[config.mk]
export PLATFORM = sky130hd
export DESIGN_NAME = op_encoder
export DESIGN_NICKNAME = d
export VERILOG_FILES = /design/src/rtl/op_pkg.sv /design/src/rtl/op_bundle_packer.sv /design/src/rtl/op_encoder.sv
export SDC_FILE = /design/constraint.sdc
export NUM_CORES = 1
export LEC_CHECK = 0
export BUFFER_PORTS_ARGS = -buffer_cell sky130_fd_sc_hd__buf_2
export CAP_MARGIN = 15
export CORE_MARGIN = 5
export CORE_UTILIZATION = 55
export CTS_BUF_LIST = sky130_fd_sc_hd__clkbuf_4
export DETAILED_ROUTE_END_ITERATION = 8
export PLACE_DENSITY = 0.91
export SYNTH_ARGS = -nofsm -noshare
export SYNTH_HDL_FRONTEND = slang
export SYNTH_HIERARCHICAL = 1
export SYNTH_SLANG_ARGS = --single-unit
[constraint.sdc]
create_clock -name clk_in -period 4.2 [get_ports clk_in]
set_input_delay 0.21 -clock clk_in [delete_from_list [all_inputs] [get_ports clk_in]]
set_output_delay 0.21 -clock clk_in [all_outputs]
set_load 0.05 [all_outputs]
[src/rtl/op_pkg.sv]
// ============================================================================
// Module      : op_pkg
// Description : Shared opcode set, A64 base words and the encode_fn helper
//               used by the op_encoder packer path.
// Revision    : 1.0 - initial release
// ============================================================================
`default_nettype none

package op_pkg;

    localparam int SUPER_SCALAR_WIDTH = 2;
    localparam int INSTRUCTION_WIDTH  = 32;

    typedef logic [INSTRUCTION_WIDTH-1:0] instruction_t;

    typedef enum logic [6:0] {
        OPCODE_ERROR = 7'd0,
        LDUR, STUR, F_LDUR, F_STUR, MOVZ, MOVK, ADRP, ADD, SUB,
        ADDS, SUBS, ORR, EOR, ANDS, CMN, CMP, TST, MVN,
        LSL, LSR, ASR, UBFM, B, BL, B_COND, RET, NOP, HLT,
        FMOV, FNEG, FADD, FSUB, FMUL, FCMPR, FCMPI,
        OPCODE_COUNT
    } opcode_t;

    typedef enum logic [1:0] {
        MV_IDLE = 2'd0,
        MV_HW1  = 2'd1,
        MV_HW2  = 2'd2,
        MV_HW3  = 2'd3
    } mov_state_t;

    typedef struct packed {
        logic [4:0]  rd;
        logic [4:0]  rn;
        logic [4:0]  rm;
        logic [63:0] imm;
        logic [1:0]  hw;
        logic [3:0]  cond;
    } enc_fields_t;

    localparam instruction_t ENC_LDUR   = 32'hF840_0000;
    localparam instruction_t ENC_STUR   = 32'hF800_0000;
    localparam instruction_t ENC_F_LDUR = 32'hFC40_0000;
    localparam instruction_t ENC_F_STUR = 32'hFC00_0000;
    localparam instruction_t ENC_MOVZ   = 32'hD280_0000;
    localparam instruction_t ENC_MOVK   = 32'hF280_0000;
    localparam instruction_t ENC_ADRP   = 32'h9000_0000;
    localparam instruction_t ENC_ADD    = 32'h9100_0000;
    localparam instruction_t ENC_SUB    = 32'hD100_0000;
    localparam instruction_t ENC_ADDS   = 32'hAB00_0000;
    localparam instruction_t ENC_SUBS   = 32'hEB00_0000;
    localparam instruction_t ENC_ORR    = 32'hAA00_0000;
    localparam instruction_t ENC_EOR    = 32'hCA00_0000;
    localparam instruction_t ENC_ANDS   = 32'hEA00_0000;
    localparam instruction_t ENC_MVN    = 32'hAA20_0000;
    localparam instruction_t ENC_UBFM   = 32'hD340_0000;
    localparam instruction_t ENC_SBFM   = 32'h9340_0000;
    localparam instruction_t ENC_B      = 32'h1400_0000;
    localparam instruction_t ENC_BL     = 32'h9400_0000;
    localparam instruction_t ENC_B_COND = 32'h5400_0000;
    localparam instruction_t ENC_RET    = 32'hD65F_0000;
    localparam instruction_t ENC_HLT    = 32'hD440_0000;
    localparam instruction_t ENC_FMOV   = 32'h1E60_4000;
    localparam instruction_t ENC_FNEG   = 32'h1E61_4000;
    localparam instruction_t ENC_FADD   = 32'h1E60_2800;
    localparam instruction_t ENC_FSUB   = 32'h1E60_3800;
    localparam instruction_t ENC_FMUL   = 32'h1E60_0800;
    localparam instruction_t ENC_FCMPR  = 32'h1E60_2000;
    localparam instruction_t ENC_FCMPI  = 32'h1E60_2008;
    localparam instruction_t NOP_WORD   = 32'hD503_201F;

    function automatic logic op_is_error(input logic [6:0] op);
        return (op == OPCODE_ERROR) || (op >= OPCODE_COUNT);
    endfunction

    // Immediates are silently truncated to each field; unknown opcodes give UDF (all zero).
    function automatic instruction_t encode_fn(input opcode_t op, input enc_fields_t f);
        logic [5:0]   s;
        instruction_t w;
        s = f.imm[5:0];
        case (op)
            LDUR:   w = ENC_LDUR   | {11'b0, f.imm[8:0], 2'b0, f.rn, f.rd};
            STUR:   w = ENC_STUR   | {11'b0, f.imm[8:0], 2'b0, f.rn, f.rd};
            F_LDUR: w = ENC_F_LDUR | {11'b0, f.imm[8:0], 2'b0, f.rn, f.rd};
            F_STUR: w = ENC_F_STUR | {11'b0, f.imm[8:0], 2'b0, f.rn, f.rd};
            MOVZ:   w = ENC_MOVZ   | {9'b0, f.hw, f.imm[15:0], f.rd};
            MOVK:   w = ENC_MOVK   | {9'b0, f.hw, f.imm[15:0], f.rd};
            ADRP:   w = ENC_ADRP   | {1'b0, f.imm[1:0], 5'b0, f.imm[20:2], f.rd};
            ADD:    w = ENC_ADD    | {10'b0, f.imm[11:0], f.rn, f.rd};
            SUB:    w = ENC_SUB    | {10'b0, f.imm[11:0], f.rn, f.rd};
            ADDS:   w = ENC_ADDS   | {11'b0, f.rm, 6'b0, f.rn, f.rd};
            SUBS:   w = ENC_SUBS   | {11'b0, f.rm, 6'b0, f.rn, f.rd};
            ORR:    w = ENC_ORR    | {11'b0, f.rm, 6'b0, f.rn, f.rd};
            EOR:    w = ENC_EOR    | {11'b0, f.rm, 6'b0, f.rn, f.rd};
            ANDS:   w = ENC_ANDS   | {11'b0, f.rm, 6'b0, f.rn, f.rd};
            CMN:    w = ENC_ADDS   | {11'b0, f.rm, 6'b0, f.rn, 5'd31};
            CMP:    w = ENC_SUBS   | {11'b0, f.rm, 6'b0, f.rn, 5'd31};
            TST:    w = ENC_ANDS   | {11'b0, f.rm, 6'b0, f.rn, 5'd31};
            MVN:    w = ENC_MVN    | {11'b0, f.rm, 6'b0, 5'd31, f.rd};
            LSL:    w = ENC_UBFM   | {10'b0, 6'd0 - s, 6'd63 - s, f.rn, f.rd};
            LSR:    w = ENC_UBFM   | {10'b0, s, 6'd63, f.rn, f.rd};
            ASR:    w = ENC_SBFM   | {10'b0, s, 6'd63, f.rn, f.rd};
            UBFM:   w = ENC_UBFM   | {10'b0, f.imm[11:6], f.imm[5:0], f.rn, f.rd};
            B:      w = ENC_B      | {6'b0, f.imm[25:0]};
            BL:     w = ENC_BL     | {6'b0, f.imm[25:0]};
            B_COND: w = ENC_B_COND | {8'b0, f.imm[18:0], 1'b0, f.cond};
            RET:    w = ENC_RET    | {22'b0, f.rn, 5'b0};
            NOP:    w = NOP_WORD;
            HLT:    w = ENC_HLT    | {11'b0, f.imm[15:0], 5'b0};
            FMOV:   w = ENC_FMOV   | {22'b0, f.rn, f.rd};
            FNEG:   w = ENC_FNEG   | {22'b0, f.rn, f.rd};
            FADD:   w = ENC_FADD   | {11'b0, f.rm, 6'b0, f.rn, f.rd};
            FSUB:   w = ENC_FSUB   | {11'b0, f.rm, 6'b0, f.rn, f.rd};
            FMUL:   w = ENC_FMUL   | {11'b0, f.rm, 6'b0, f.rn, f.rd};
            FCMPR:  w = ENC_FCMPR  | {11'b0, f.rm, 6'b0, f.rn, 5'b0};
            FCMPI:  w = ENC_FCMPI  | {22'b0, f.rn, 5'b0};
            default: w = 32'h0000_0000;
        endcase
        return w;
    endfunction

endpackage

`default_nettype wire

[src/rtl/op_bundle_packer.sv]
// ============================================================================
// Module      : op_bundle_packer
// Description : Collects encoded words into slots and hands full (or flushed)
//               bundles to a valid/ready output register.
// Revision    : 1.0 - initial release
// ============================================================================
`default_nettype none

module op_bundle_packer
    import op_pkg::*;
#(
    parameter int SSW = SUPER_SCALAR_WIDTH,
    parameter int IW  = INSTRUCTION_WIDTH
) (
    input  logic              clk_i,
    input  logic              rst_ni,
    input  logic              word_valid_i,
    input  logic [IW-1:0]     word_i,
    output logic              word_ready_o,
    input  logic              flush_i,
    output logic              bundle_valid_o,
    input  logic              bundle_ready_i,
    output logic [SSW*IW-1:0] bundle_o,
    output logic [SSW-1:0]    mask_o
);

    localparam int CW = $clog2(SSW + 1);

    logic [IW-1:0]     slot_q [SSW];
    logic [CW-1:0]     count_q;
    logic              valid_q;
    logic [SSW*IW-1:0] bundle_q;
    logic [SSW-1:0]    mask_q;

    logic              w_full;
    logic              w_transfer;
    logic              w_accept;
    logic [CW-1:0]     w_wr_idx;
    logic [SSW*IW-1:0] w_next_bundle;
    logic [SSW-1:0]    w_next_mask;

    assign w_full       = (count_q == CW'(SSW));
    assign w_transfer   = (w_full || (flush_i && (count_q != '0))) && (!valid_q || bundle_ready_i);
    assign word_ready_o = !w_full || w_transfer;
    assign w_accept     = word_valid_i && word_ready_o;
    // A word accepted on a transfer edge lands in slot 0 of the fresh bundle.
    assign w_wr_idx     = w_transfer ? '0 : count_q;

    always_comb begin
        w_next_bundle = '0;
        w_next_mask   = '0;
        for (int i = 0; i < SSW; i++) begin
            w_next_mask[i]            = (CW'(i) < count_q);
            w_next_bundle[i*IW +: IW] = w_next_mask[i] ? slot_q[i] : NOP_WORD;
        end
    end

    always_ff @(posedge clk_i or negedge rst_ni) begin
        if (!rst_ni) begin
            count_q  <= '0;
            valid_q  <= 1'b0;
            bundle_q <= '0;
            mask_q   <= '0;
            for (int i = 0; i < SSW; i++) begin
                slot_q[i] <= '0;
            end
        end else begin
            if (w_transfer) begin
                bundle_q <= w_next_bundle;
                mask_q   <= w_next_mask;
                valid_q  <= 1'b1;
            end else if (bundle_ready_i) begin
                valid_q  <= 1'b0;
            end
            for (int i = 0; i < SSW; i++) begin
                if (w_accept && (w_wr_idx == CW'(i))) begin
                    slot_q[i] <= word_i;
                end
            end
            count_q <= (w_transfer ? '0 : count_q) + CW'(w_accept);
        end
    end

    assign bundle_valid_o = valid_q;
    assign bundle_o       = bundle_q;
    assign mask_o         = mask_q;

endmodule

`default_nettype wire

[src/rtl/op_encoder.sv]
// ============================================================================
// Module      : op_encoder
// Description : Encodes micro-op requests into A64 words and packs them into
//               fetch bundles. Define OP_ENC_MOV64_EN to enable the 64-bit
//               constant expansion (MOVZ + 3x MOVK).
// Revision    : 1.0 - initial release
// ============================================================================
`default_nettype none

module op_encoder
    import op_pkg::*;
(
    input  logic                                          clk_in,
    input  logic                                          rst_N_in,
    input  logic                                          req_valid_in,
    output logic                                          req_ready_out,
    input  logic [6:0]                                    req_opcode_in,
    input  logic [4:0]                                    req_rd_in,
    input  logic [4:0]                                    req_rn_in,
    input  logic [4:0]                                    req_rm_in,
    input  logic [63:0]                                   req_imm_in,
    input  logic [1:0]                                    req_hw_in,
    input  logic [3:0]                                    req_cond_in,
    input  logic                                          req_mov64_in,
    input  logic                                          flush_in,
    output logic                                          bundle_valid_out,
    input  logic                                          bundle_ready_in,
    output logic [SUPER_SCALAR_WIDTH*INSTRUCTION_WIDTH-1:0] bundle_out,
    output logic [SUPER_SCALAR_WIDTH-1:0]                 bundle_mask_out,
    output logic                                          err_out
);

    enc_fields_t  w_fields;
    opcode_t      w_op;
    logic         w_word_valid;
    instruction_t w_word;
    logic         w_pk_ready;
    logic         w_req_ready;
    logic         err_q;

    assign w_op     = opcode_t'(req_opcode_in);
    assign w_fields = '{rd: req_rd_in, rn: req_rn_in, rm: req_rm_in,
                        imm: req_imm_in, hw: req_hw_in, cond: req_cond_in};

`ifdef OP_ENC_MOV64_EN
    mov_state_t  state_q, state_d;
    logic [63:0] imm_q;
    logic [4:0]  rd_q;
    enc_fields_t w_movz_f;

    always_comb begin
        state_d      = state_q;
        w_word_valid = req_valid_in;
        w_word       = encode_fn(w_op, w_fields);
        w_req_ready  = w_pk_ready;
        w_movz_f     = w_fields;
        w_movz_f.hw  = 2'd0;
        case (state_q)
            MV_IDLE: begin
                if (req_valid_in && w_pk_ready && req_mov64_in && (w_op == MOVZ)) begin
                    w_word  = encode_fn(MOVZ, w_movz_f);
                    state_d = MV_HW1;
                end
            end
            MV_HW1: begin
                w_req_ready  = 1'b0;
                w_word_valid = 1'b1;
                w_word       = ENC_MOVK | {9'b0, 2'd1, imm_q[31:16], rd_q};
                if (w_pk_ready) state_d = MV_HW2;
            end
            MV_HW2: begin
                w_req_ready  = 1'b0;
                w_word_valid = 1'b1;
                w_word       = ENC_MOVK | {9'b0, 2'd2, imm_q[47:32], rd_q};
                if (w_pk_ready) state_d = MV_HW3;
            end
            default: begin
                w_req_ready  = 1'b0;
                w_word_valid = 1'b1;
                w_word       = ENC_MOVK | {9'b0, 2'd3, imm_q[63:48], rd_q};
                if (w_pk_ready) state_d = MV_IDLE;
            end
        endcase
    end

    always_ff @(posedge clk_in or negedge rst_N_in) begin
        if (!rst_N_in) begin
            state_q <= MV_IDLE;
            imm_q   <= '0;
            rd_q    <= '0;
        end else begin
            state_q <= state_d;
            if ((state_q == MV_IDLE) && (state_d == MV_HW1)) begin
                imm_q <= req_imm_in;
                rd_q  <= req_rd_in;
            end
        end
    end
`else
    logic w_unused_mov64;

    assign w_word_valid   = req_valid_in;
    assign w_word         = encode_fn(w_op, w_fields);
    assign w_req_ready    = w_pk_ready;
    assign w_unused_mov64 = req_mov64_in;
`endif

    op_bundle_packer u_packer (
        .clk_i          (clk_in),
        .rst_ni         (rst_N_in),
        .word_valid_i   (w_word_valid),
        .word_i         (w_word),
        .word_ready_o   (w_pk_ready),
        .flush_i        (flush_in),
        .bundle_valid_o (bundle_valid_out),
        .bundle_ready_i (bundle_ready_in),
        .bundle_o       (bundle_out),
        .mask_o         (bundle_mask_out)
    );

    always_ff @(posedge clk_in or negedge rst_N_in) begin
        if (!rst_N_in) begin
            err_q <= 1'b0;
        end else begin
            err_q <= req_valid_in && w_req_ready && op_is_error(req_opcode_in);
        end
    end

    assign req_ready_out = w_req_ready;
    assign err_out       = err_q;

endmodule

`default_nettype wire
==> flow_summary.json <==
{
  "num_vias": 6164,
  "slew_headroom_pct": 27.6,
  "htreeDepth": 4,
  "status": "finished clean",
  "min_period_ps": 2540,
  "synthArstFlopShare_pct": 100,
  "core_um2": 13100,
  "netlist_instances": 663,
  "drv_cap": 0,
  "die_h_um": 125,
  "path_max_fanout": 29,
  "cp-start-kind": "primary input",
  "area_growth_pct": 13.1,
  "yosysUniqueCellTypes": 77,
  "tightestPinTransition_ps": 1070,
  "power_density_nw_per_um2": 615,
  "place_ws_ps": 1230,
  "initial_core_util_pct": 55.5,
  "grt_max_degree": 74,
  "grt_overflow": 0,
  "hold_viol": 0,
  "drive_gt1_share_pct": 38.8,
  "setup_viol_count_final": 0,
  "leakage_nw": 3.81,
  "viasPerCell": 6.52,
  "end_kind": "flop",
  "slew_viol_final": 0,
  "grt_pass1_vias": 5860,
  "totalPowerFinal_mw": 5.07,
  "setup_ws_ps": 1660,
  "ys_ff_latch": 134,
  "synth_nets": 762,
  "fmax_mhz": 393,
  "clock_path_buffers": 2,
  "cts-buffers-inserted": 17,
  "clk_latency_ps": 530,
  "die_w_um": 125,
  "ant_nets": 0,
  "hpwlAfterDp_um": 14500,
  "die_area_um2": 15700,
  "irDropWorstVdd_v": 0.000315,
  "drt-total-wl_um": 20400,
  "yosys_warnings": 6,
  "ys_seq_area_share_pct": 46.0,
  "cts_setup_buffers": 0,
  "drc_errors": 0,
  "final_cell_count_no_fill": 945,
  "drt_pass1_iterations": 6,
  "grt_pass1_wl_um": 32500,
  "cts.sinks": 134,
  "path_clk_slew_ps": 120,
  "cts_hold_buf": 3,
  "fin_crit_sh_pct": 60.5,
  "dp.cells": 911,
  "synth_edf_count": 0,
  "pin_count": 167,
  "synth_area_um2": 7290,
  "grtUsageTotal_pct": 25.9,
  "critPathKind": "primary input to flop",
  "postSynthAreaPerCell_um2": 11.0,
  "antenna_found_initial": 1,
  "cts-root-buf": "clkbuf_4",
  "fin_skew_ps": 13.7,
  "row_count": 42,
  "cts_tree": "yes",
  "hp-class": "primary input to flop",
  "synth_ff_type": "dfrtp_1",
  "timing.setup.tns_ps": 0,
  "cts_resized": 0,
  "gp_congestion": 0.993,
  "rsz0062_at_grt": "false",
  "required_ps": 4630,
  "io_buffers": 127,
  "nets": 856,
  "wl_per_cell_um": 21.6,
  "dr.first_iter.drc_count": 891,
  "arrival_ps": 2970
}
## critical path, stage by stage
cell	delay, ps
buf_2	280
or3b_1	600
nor3_1	260
a311oi_2	540
o311ai_2	340
a221o_1	410
mux2_1	310
## registers in the layout, indices dropped and copies added (netlist names)
signal / flops
u_packer/slot_q: 64
u_packer/count_q: 2
u_packer/bundle_valid_o: 1
err_out: 1
u_packer/mask_o: 2
u_packer/bundle_o: 64
## cell usage after synthesis, types with 6 or more instances
library cell / n / area, um^2
nand4_1: 6 / 37.5
nand2_1: 49 / 184
xnor2_1: 6 / 52.6
a221oi_1: 16 / 140
a22oi_1: 6 / 45.0
buf_6: 10 / 113
nor2_1: 21 / 78.8
buf_2: 28 / 140
o21ai_0: 31 / 155
nand3_1: 16 / 80.1
dfrtp_1: 134 / 3350
nor3_1: 12 / 60.1
nand2b_1: 17 / 106
mux2_2: 108 / 1220
o31ai_1: 22 / 165
nor2b_1: 8 / 50.1
a21oi_1: 20 / 100
inv_1: 11 / 41.3
clkbuf_1: 19 / 71.3
a221o_1: 14 / 140
## cell type report
class / count / area [um^2]
Sequential cell: 134 / 3350
Antenna cell: 1 / 2.50
Clock buffer: 18 / 135
Inverter: 12 / 45.0
Fill cell: 1028 / 4890
Multi-Input combinational cell: 452 / 3540
Timing Repair Buffer: 140 / 743
Tap cell: 176 / 220
Clock inverter: 12 / 204
## where the power goes
part	switching (mW)	internal [mW]	leakage, nW
Clock	0.462	0.534	0.171
Sequential	0.234	1.69	1.76
Combinational	1.47	0.673	1.88
## path summary, 6_finish.rpt
path | from | endpoint | slack (ps) | cells past startpoint
max in group asynchronous | rst_N_in | u_packer/slot_q[15]$_DFFE_PN0P_ | 2900 | 3
hold reg to reg | u_packer/mask_o[0]$_DFFE_PN0P_ | u_packer/mask_o[0]$_DFFE_PN0P_ | 480 | 1
setup / recovery | req_opcode_in[4] | u_packer/slot_q[38]$_DFFE_PN0P_ | 1660 | 7
min in group asynchronous | rst_N_in | u_packer/mask_o[0]$_DFFE_PN0P_ | 320 | 2
setup reg to reg | u_packer/count_q[0]$_DFF_PN0_ | u_packer/bundle_o[27]$_DFFE_PN0P_ | 1870 | 4
hold / removal | req_imm_in[24] | u_packer/slot_q[24]$_DFFE_PN0P_ | 80 | 4
## per-stage QoR
stage | hold WS (ps) | util (%) | cell area, um^2
after floorplan | -85.6 | - | 7290
after global placement | 382 | 59.9 | 7870
after detailed placement | 386 | 59.9 | 7870
after CTS | 58.1 | 62.7 | 8240
after global routing | 50.3 | 62.7 | 8240
final | 78.9 | 62.7 | 8240
## cells in the final DEF, fill, tap and decap left out, types with 6 or more instances in the layout
| cell | netlist | routed |
|---|---|---|
| nor3_1 | 12 | 12 |
| nand2b_1 | 17 | 17 |
| inv_1 | 11 | 11 |
| clkbuf_4 | 0 | 18 |
| nand4_1 | 6 | 6 |
| o21ai_0 | 31 | 31 |
| mux2_2 | 108 | 108 |
| a221oi_1 | 16 | 16 |
| a221o_1 | 14 | 14 |
| buf_4 | 5 | 11 |
| nor2_1 | 21 | 20 |
| nand3_1 | 16 | 16 |
| a22oi_1 | 6 | 6 |
| o31ai_1 | 22 | 22 |
| a21oi_1 | 20 | 20 |
| buf_2 | 28 | 126 |
| xnor2_1 | 6 | 6 |
| nor2b_1 | 8 | 7 |
| dfrtp_1 | 134 | 134 |
| nand2_1 | 49 | 49 |
## per-layer routing
metal  up-vias  wire [um]  global-route usage (%)
met3        67       2040                    6.78
met2       375       9640                    40.1
met1      3037       8180                    36.1
met5         -          0                       0
li1       2685          -                       -
met4         0        580                    7.97
## logic make-up (layout without fill, tap and decap cells)
logic type / Yosys count / in the layout / synth area share (%)
other: 0 / 1 / 0
DFF: 134 / 134 / 46.0
xor gates and xnor gates: 8 / 8 / 0.961
muxes: 113 / 113 / 17.4
AOI/OAI and AO/OA: 168 / 168 / 18.2
adders and majority gates: 1 / 1 / 0.172
and+or+nand+nor: 162 / 162 / 11.5
buffers and inverters: 77 / 182 / 5.73
(Power assumes the default switching activity.)
